$ cat config.mk
export PLATFORM = sky130hd
export DESIGN_NAME = forward_tracker
export DESIGN_NICKNAME = d
export VERILOG_FILES = /design/src/rtl/forward_tracker.sv
export SDC_FILE = /design/constraint.sdc
export NUM_CORES = 1
export LEC_CHECK = 0
export CORE_MARGIN = 1
export CORE_UTILIZATION = 49
export CTS_BUF_LIST = sky130_fd_sc_hd__clkbuf_4 sky130_fd_sc_hd__clkbuf_8 sky130_fd_sc_hd__clkbuf_16
export CTS_CLUSTER_SIZE = 40
export DETAILED_ROUTE_END_ITERATION = 12
export GPL_ROUTABILITY_DRIVEN = 1
export GPL_TIMING_DRIVEN = 1
export PLACE_DENSITY_LB_ADDON = 0.25
export SYNTH_ARGS = -nofsm -noshare
export SYNTH_HDL_FRONTEND = slang
export SYNTH_SLANG_ARGS = --single-unit
$ cat constraint.sdc
create_clock -name clk_i -period 2.5 [get_ports clk_i]
set_clock_uncertainty 0.2 [all_clocks]
set_input_delay 0.375 -clock clk_i [delete_from_list [all_inputs] [get_ports clk_i]]
set_output_delay 0.375 -clock clk_i [all_outputs]
set_load 0.02 [all_outputs]
$ cat src/rtl/forward_tracker.sv
// Tracks register tags through EX and the post-EX stages. Generates operand
// forward selects for the EX instruction and the load-use stall for ID.
module forward_tracker #(
    parameter int NUM_SRC = 2,
    parameter int DEPTH   = 2,
    parameter int AW      = 5,
    parameter int SW      = $clog2(DEPTH + 1)
) (
    input  logic                  clk_i,
    input  logic                  rst_i,
    input  logic                  id_valid_i,
    input  logic [NUM_SRC*AW-1:0] id_src_i,
    input  logic [AW-1:0]         id_rd_i,
    input  logic                  id_regwrite_i,
    input  logic                  id_memread_i,
    input  logic                  flush_i,
    output logic                  stall_o,
    output logic [NUM_SRC*SW-1:0] fwd_sel_o,
    output logic [NUM_SRC*AW-1:0] ex_src_o,
    output logic [15:0]           stall_cnt_o
);

    logic                  exValid;
    logic                  exRegwrite;
    logic                  exMemread;
    logic [AW-1:0]         exRd;
    logic [NUM_SRC*AW-1:0] exSrc;

    // Post-EX stages only need what forwarding consumes: validity, write enable, rd.
    logic [DEPTH:1]        stValid;
    logic [DEPTH:1]        stRegwrite;
    logic [AW-1:0]         stRd [1:DEPTH];

    logic [15:0]           stallCnt;
    logic                  srcHit;

    always_comb begin
        srcHit = 1'b0;
        for (int j = 0; j < NUM_SRC; j++) begin
            if (id_src_i[j*AW +: AW] != '0 && id_src_i[j*AW +: AW] == exRd)
                srcHit = 1'b1;
        end
        stall_o = id_valid_i & exValid & exMemread & exRegwrite & (exRd != '0) & srcHit;
    end

    // Scan oldest to youngest so the youngest matching producer overrides.
    always_comb begin
        fwd_sel_o = '0;
        for (int j = 0; j < NUM_SRC; j++) begin
            for (int k = DEPTH; k >= 1; k--) begin
                if (stValid[k] && stRegwrite[k] && stRd[k] != '0 &&
                    stRd[k] == exSrc[j*AW +: AW])
                    fwd_sel_o[j*SW +: SW] = SW'(k);
            end
        end
    end

    always_ff @(posedge clk_i or negedge rst_i) begin
        if (!rst_i) begin
            exValid    <= 1'b0;
            exRegwrite <= 1'b0;
            exMemread  <= 1'b0;
            exRd       <= '0;
            exSrc      <= '0;
            stValid    <= '0;
            stRegwrite <= '0;
            for (int k = 1; k <= DEPTH; k++)
                stRd[k] <= '0;
            stallCnt   <= '0;
        end else begin
            if (flush_i || stall_o) begin
                exValid    <= 1'b0;
                exRegwrite <= 1'b0;
                exMemread  <= 1'b0;
                exRd       <= '0;
                exSrc      <= '0;
            end else begin
                exValid    <= id_valid_i;
                exRegwrite <= id_regwrite_i;
                exMemread  <= id_memread_i;
                exRd       <= id_rd_i;
                exSrc      <= id_src_i;
            end

            stValid[1]    <= exValid;
            stRegwrite[1] <= exRegwrite;
            stRd[1]       <= exRd;
            for (int k = 2; k <= DEPTH; k++) begin
                stValid[k]    <= stValid[k-1];
                stRegwrite[k] <= stRegwrite[k-1];
                stRd[k]       <= stRd[k-1];
            end

            if (stall_o && !flush_i && stallCnt != 16'hFFFF)
                stallCnt <= stallCnt + 16'd1;
        end
    end

    assign ex_src_o    = exSrc;
    assign stall_cnt_o = stallCnt;

endmodule

Word-level counts from Yosys, hierarchy flattened

Cells that the tools add are included.

Eq/ne operators: 7
Reduce and logical (&&, ||, !) cells: 19
Muxes and demuxes: 11
Bitwise logic cells: 5
Add/sub/neg operators: 1

Operators with widths:

| cell                                           | count |
|---|---|
| == test 5 bit                                  | 6 |
| nonzero test 5 bit                             | 5 |
| adder 16 x 1 -> 16 bit (second input constant) | 1 |
| != test 16 bit (second input constant)         | 1 |
| logical AND 1 bit                              | 12 |
| two-way mux 10 bit                             | 1 |
| two-way mux 2 bit                              | 4 |
| AND 1 bit                                      | 5 |
| two-way mux 1 bit                              | 5 |
| two-way mux 5 bit                              | 1 |
| zero test 1 bit                                | 1 |
| logical OR 1 bit                               | 1 |

Word-level logic and storage cells: 53
Output and inout bits: 31
Bits in registers: 48
Input port bits: 21

Depth between registers and ports, before layout

Gate-level depths: netlist (run 1).

Word-level depth: 7
Gate-level depth with buffers: 7
Depth with buffers taken out: 6

Least setup slack after synthesis (run 1)

No wires, ideal clock.

Path type: register -> output
Start point: register stRd[6] (netlist name)
End point: output port fwd_sel_o[1]
Buffers on the path: 0
Slack: -0.095 ns
Data required time: 1.925 ns
Arrival time: 2.020 ns
Stages on the path, launching flop included: 5
Cells stage by stage: dfrtp_1 > or4_1 > o211ai_1 > nor4_1 > nor4_1

Word-level cells in the longest chain between the ends: 4
Elaborated cells between the ends (all ways): 5
Those cells by class: 1 x eq/ne; 1 x mux; 3 x reduce/logical

Ends and longest elaborated chain:

| what                            | RTL line | text |
|---|---|---|
| start, declared                 | 32       | `logic [AW-1:0] stRd [1:DEPTH];` |
| start signal, assigned by index | 91       | `stRd[k] <= stRd[k-1];` |
| nonzero test 5 bit              | 51       | `if (stValid[k] && stRegwrite[k] && stRd[k] != '0 &&` |
| logical AND 1 bit               | 51       |  |
| logical AND 1 bit *             | 51       |  |
| two-way mux 2 bit *             | 51       |  |
| end, declared                   | 18       | `output logic [NUM_SRC*SW-1:0] fwd_sel_o,` |

Mark *: on every way between the ends. The rest lies on a longest branch, timed or not.

Worst setup path after layout (run 1)

Start point: register stRd[9] (netlist name)
End point: output port fwd_sel_o[3]

The elaborated chain is that of the path after synthesis.

==> results by group, run 1 <==
Run status
  • Outcome: finished clean

Die
  • Core Region: ~4400 µm²
  • Die area: about 4800 µm²
  • Num rows: 24
  • Die width: ~69 µm
  • Initial Util: 0.507
  • Die height: 69.2 µm
  • I/O Pins: 52

Place
  • GP Congestion: a little under 0.8
  • Dpl ws: -0.285 ns
  • HPWL after DPL: around 3400 µm
  • Number of buffers added on ports: between 50 and 60

Yosys
  • Post-synth EDFFs: 0
  • Seq cells post-synth: 48
  • Top cells by count, synth: dfrtp_1, xor2_1, and2_1
  • Synth warnings: 0
  • Synth top area share: 0.544
  • Async S/R FF share, synth: 1.00
  • Syn_area_per_cell: between 10 and 15 µm²
  • Ranking of synthesized cells by area: dfrtp_1, xor2_1, and2_1, nor4_1, xnor2_1
  • Top FF cell, synth: dfrtp_1
  • Synth Instances: approximately 190
  • Count of cell types in the netlist: 29
  • Syn nets: between 200 and 250
  • Sequential fraction of the synthesis area: 0.544
  • Count leader, synth: dfrtp_1
  • Cell taking the most area after synthesis: dfrtp_1
  • Post-Syn Area: 2210 µm²

Clocking
  • Worst skew pair latency: 0.30 ns
  • Sinks on Clock Net: 48
  • Post-CTS setup buffer count: 0
  • CTS tree: yes
  • H-tree levels: 2
  • Reg clk slew, reported paths: 0.07 ns
  • CTS Buf Count: 5
  • Root buffer cell: clkbuf_8
  • CTS max path bufs: 2

Global route
  • Initial antenna violation count: 0
  • GRT overflow: 0
  • First-pass GRT wire length: 7430 µm
  • Total Routing Usage GR: 0.201
  • Vias in the first global route: 1589
  • Largest net degree at the start of global routing: 27

Critical path
  • Worst reg-to-reg setup slack: approximately 0.21 ns
  • Startpoint types: flip-flop
  • WS Path Type: flip-flop to output pin
  • Worst endpoint required time: 1.92 ns
  • CP max FO: 2
  • Crit path DAT: 1.90 ns
  • Reg2Reg Depth: 6
  • Worst setup EP type: output pin

Detailed routing
  • Starting DRT DRC Count: 27
  • Drt pass-1 iters: 4
  • DR vias: between 1500 and 2000
  • Wirelength, routed: around 4500 µm
  • Antenna Violating Nets Remaining: 0
  • Drt wl/cell: around 14 µm
  • Via density: 5.31
  • DRC Markers: 0

Cells and area
  • ANT cells: 0
  • Layout Utilization: 0.697
  • Area delta synth->final: 37.3%
  • Nets: roughly 280
  • Fraction of layout cells with a size suffix above 1: 0.185

STA
  • Worst-Margin Slew: approximately 0.55 ns
  • Slew Limit Fails: 0
  • Fmax: 403 MHz
  • Final hold vios: 0
  • Setup violators final: 0
  • Final worst path period share: 0.992
  • Final worst path period need: around 2.5 ns
  • Setup ws final: 0.0204 ns
  • Unrepaired setup endpoints after global routing: yes
  • Relative slew slack: 0.633

Power and ir drop
  • Leakage power: between 0.001 and 0.0015 µW
  • Total Power: 1560 µW
  • VDD IR max: 393 µV
  • Pwr Density: 514 nW/µm²

Flow run
  • Max_cap viols: 0

Hold path
  • HP Class: flip-flop to flip-flop
  • Hold path depth: 0
## state kept, by name, indices dropped and copies added (netlist names), 2 cells and up
signal,count
stall_cnt_o,16
ex_src_o,10
stRd,10
exRd,5
stRegwrite,2
stValid,2
## worst max-delay path, stage by stage, from the launching register on
cell and delay, ns:
dfrtp_1 0.38, or4_1 0.52, o211ai_1 0.30, nor4_2 0.09
nor4_2 0.12, buf_2 0.20
## metal layers
layer / GRT usage / wire length, µm / part of all wire / vias up
li1: - / - / - / 791
met1: 0.271 / 2040 / 0.46 / 815
met2: 0.320 / 2190 / 0.49 / 45
met3: 0.0512 / 177 / 0.040 / 6
met4: 0.0612 / 61 / 0.014 / 0
met5: 0 / 0 / 0 / -
## cell type report
cell class                 instances  area (µm²)
fill                             321        1320
sequential                        48        1200
multi-input combinational        134        1010
timing repair buffer              69         646
clock buffer                       6        76.3
tap                               52        65.1
clock inverter                     2        35.0
inverter                           1        3.75
## logic make-up after synthesis
group                    count (synthesis)  share of synthesized area
adder cells (fa/ha/maj)                  1                    0.00566
multiplexers                             1                    0.00510
AO/OA/AOI/OAI                            9                     0.0408
AND/OR/NAND/NOR                         80                      0.220
buffers and inverters                    4                     0.0142
XOR/XNOR                                43                      0.170
flip-flops                              48                      0.544
## cells in the final DEF (no fill, tap or decap), types with 3 or more instances in the layout
cell type / netlist / routed
nor4_1: 10 / 6
dfrtp_1: 48 / 48
or4_1: 4 / 3
clkbuf_8: 0 / 5
xnor2_1: 7 / 7
and2_1: 18 / 18
clkdlybuf4s50_1: 0 / 45
nor4_2: 4 / 8
xor2_1: 36 / 36
buf_4: 0 / 17
nand3_1: 9 / 9
nand2_1: 8 / 8
nor3_1: 8 / 8
nor2_1: 6 / 6
nand4_1: 5 / 5
## repair_timing
item | in CTS | in global routing
pin swaps | 6 | 2
endpoints found under the setup margin | 5 | 5
resized for setup | 23 | 6
hold endpoints to repair | 22 | 0
hold buffers | 1 | 0
## where the power goes
part	internal, µW	switching [µW]	total [µW]
clock network	307	237	545
logic	99.6	87.9	187
registers	802	26.1	828
## worst paths after layout
path                       startpoint              to
max                           stRd[9]    fwd_sel_o[3]
max in group asynchronous       rst_i         exRd[2]
min reg2reg                exRegwrite   stRegwrite[1]
max reg2reg                   exRd[2]  stall_cnt_o[1]
min                        exRegwrite   stRegwrite[1]
min in group asynchronous       rst_i     ex_src_o[7]
## through the flow
step	TNS, ns	instance area [µm²]	hold WS, ns	instances
final	0	3030	0.181	312
after global routing	-0.301	3030	0.188	312
after CTS	-0.0288	3020	0.184	312
after detailed placement	-0.923	2910	0.165	303
after global placement	-0.796	2910	0.162	303
after floorplan	0	2220	-0.121	186
Power figures use the tool's default switching activity.
==> inputs of run 2 (changes only) <==
- CORE_UTILIZATION: 49 -> 46
- CTS_BUF_LIST: sky130_fd_sc_hd__clkbuf_4 sky130_fd_sc_hd__clkbuf_8 sky130_fd_sc_hd__clkbuf_16 -> sky130_fd_sc_hd__clkbuf_8
- PLACE_DENSITY: default -> 0.78
- PLACE_DENSITY_LB_ADDON: 0.25 -> default
- clock period: 2.5 -> 2.21 ns (I/O delays scaled with it)
==> results by group, run 2 (same netlist as run 1, synthesis figures left out) <==
Run status
  • Outcome: complete, but fails checks
  • Violated checks: design-rule violations, negative setup slack

Hold path
  • Hold path startpoint: id_src_i[0]
  • HP Class: primary input to flip-flop

Critical path
  • Startpoint types: flip-flop
  • Critical Path Start: stRd[6]
  • RR Startpoint: exRd[1]
  • Reg2Reg Depth: 7
  • CP delay by family, top: simple AND/OR/NAND/NOR gates
  • Worst endpoint required time: between 1.5 and 2 ns
  • CP max FO: 2
  • Critical Path Most Common Cell: nor4_2
  • Worst setup EP type: output pin
  • Worst Path Buf+Inv: 2
  • WS Path Type: flip-flop to output pin
  • Worst reg-to-reg setup slack: ~0.030 ns
  • Critical path depth in cells: 6
  • Critical Path Max Stage Delay: about 0.53 ns
  • Crit path cell chain: or4_1 > o211ai_1 > buf_4 > nor4_2 > nor4_2 > buf_2
  • Crit path DAT: 2.02 ns
  • Slowest stage cell, crit path: or4_1
  • Critical Path End: fwd_sel_o[1]
  • Terminus of the critical flop-to-flop path: stall_cnt_o[1]

Cells and area
  • Finished Cell Area: about 3300 µm²
  • Nets: about 300
  • Multi-input logic area: between 1000 and 1500 µm²
  • Most common cell after layout, fill and taps aside: dfrtp_1
  • Largest register FFs: 16
  • Commonest non-fill, non-tap cells in the layout: dfrtp_1, clkdlybuf4s50_1, buf_4
  • Fillers: roughly 280
  • Area delta synth->final: 51.1%
  • Fin cells: between 300 and 400
  • ANT cells: 0
  • Fraction of layout cells with a size suffix above 1: 0.295
  • Register Area: about 1200 µm²

STA
  • Setup violators final: 5
  • WHS: between 0.15 and 0.2 ns
  • Final worst path period share: 1.15
  • Setup TNS: -1.13 ns
  • Relative slew slack: 0.747
  • Final hold vios: 0
  • Setup ws final: -0.342 ns
  • Worst-Margin Slew: roughly 0.38 ns
  • Fmax: around 390 MHz
  • Slew Limit Fails: 0
  • Final worst path period need: between 2 and 3 ns
  • Unrepaired setup endpoints after global routing: yes

Flow run
  • Max_cap viols: 0

Place
  • Placed cell area: 3000 µm²
  • HPWL after DPL: between 3000 and 4000 µm
  • Number of buffers added on ports: 51
  • Dpl ws: -0.482 ns
  • Placed instance count: ~320
  • GP Congestion: between 0.8 and 0.9

Detailed routing
  • Wirelength, routed: about 5500 µm
  • Via density: 5.39
  • Antenna Violating Nets Remaining: 0
  • DRC Markers: 3
  • Drt pass-1 iters: 8
  • Drt wl/cell: approximately 16 µm
  • DR vias: roughly 1800
  • Starting DRT DRC Count: approximately 130

Die
  • Num rows: 24
  • Core Region: roughly 4500 µm²
  • I/O Pins: 52
  • Die height: 71.3 µm
  • Initial Util: 0.494
  • Die width: between 70 and 80 µm
  • Die area: between 5000 and 6000 µm²

Clocking
  • Sinks on Clock Net: 48
  • H-tree levels: 2
  • Reg clk slew, reported paths: 0.08 ns
  • Root buffer cell: clkbuf_8
  • CTS Buf Count: 5
  • CTS tree: yes
  • Worst skew pair latency: ~0.3 ns
  • CTS max path bufs: 2

Power and ir drop
  • Switch share: 0.241
  • Clock share of power: 0.337
  • Reg power frac: 0.516
  • Pwr Density: approximately 540 nW/µm²
  • Power Internal: around 1400 µW
  • Leakage power: approximately 0.0016 µW
  • Psw: 436 µW
  • Power share of the combinational group: 0.147
  • VDD IR max: just over 400 µV

Global route
  • First-pass GRT wire length: slightly above 8000 µm
  • Largest net degree at the start of global routing: 47
  • Vias in the first global route: roughly 1700
  • Initial antenna violation count: 0
  • GRT overflow: 0
  • Total Routing Usage GR: 0.213
## run 2: changes by cell type in the layout (fill, tap and decap cells not counted), sizes merged
cell,before,now
clkinv,1,0
dlygate4sd2,0,1
buf,22,46
clkdlybuf4s50,45,40
dlymetal6s2s,0,4
clkbuf,7,5
## run 2: metal layers
layer	track usage	wire (µm)	vias to the layer above
met5	0	0	-
met3	0.0394	257	13
met4	0.0822	171	0
li1	-	-	839
met1	0.279	2340	879
met2	0.352	2710	63
## run 2: final cells by class
cell class                 count  share of cell area
clock buffer                   5              0.0206
clock inverter                 1             0.00899
inverter                       1             0.00112
multi-input combinational    134               0.335
sequential                    48               0.361
tap                           52              0.0195
timing repair buffer          92               0.254
## run 2: metrics by stage
step	utilization	power [µW]
after floorplan	-	1050
after global placement	0.669	1180
after detailed placement	0.669	1180
after CTS	0.702	1780
after global routing	0.746	1880
final	0.746	1810
## run 2: worst min path at each step
stage,endpoint,slack (ns),depth (start not counted)
2_1_floorplan,exMemread,-0.16,0
3_3_place_gp,exRd[3],-0.06,1
3_5_place_dp,exRd[3],-0.06,1
4_1_cts,exRd[3],0.17,2
5_1_grt,exRd[3],0.17,2
6_report,ex_src_o[0],0.16,2
## run 2: repair_timing
item	in CTS	in global routing
pin swaps	6	15
setup endpoints to repair	6	35
hold buffers	1	0
endpoints found under the hold margin	48	0
gates resized for setup	36	26
setup buffers	3	7
gates cloned	0	1
## run 2: power groups by stage
stage,Sequential [µW],Combinational [µW],Clock (µW)
finish,934,266,610
global route,938,288,652
CTS,933,240,611
detailed placement,950,231,0
global placement,949,227,0
floorplan,964,83.0,0
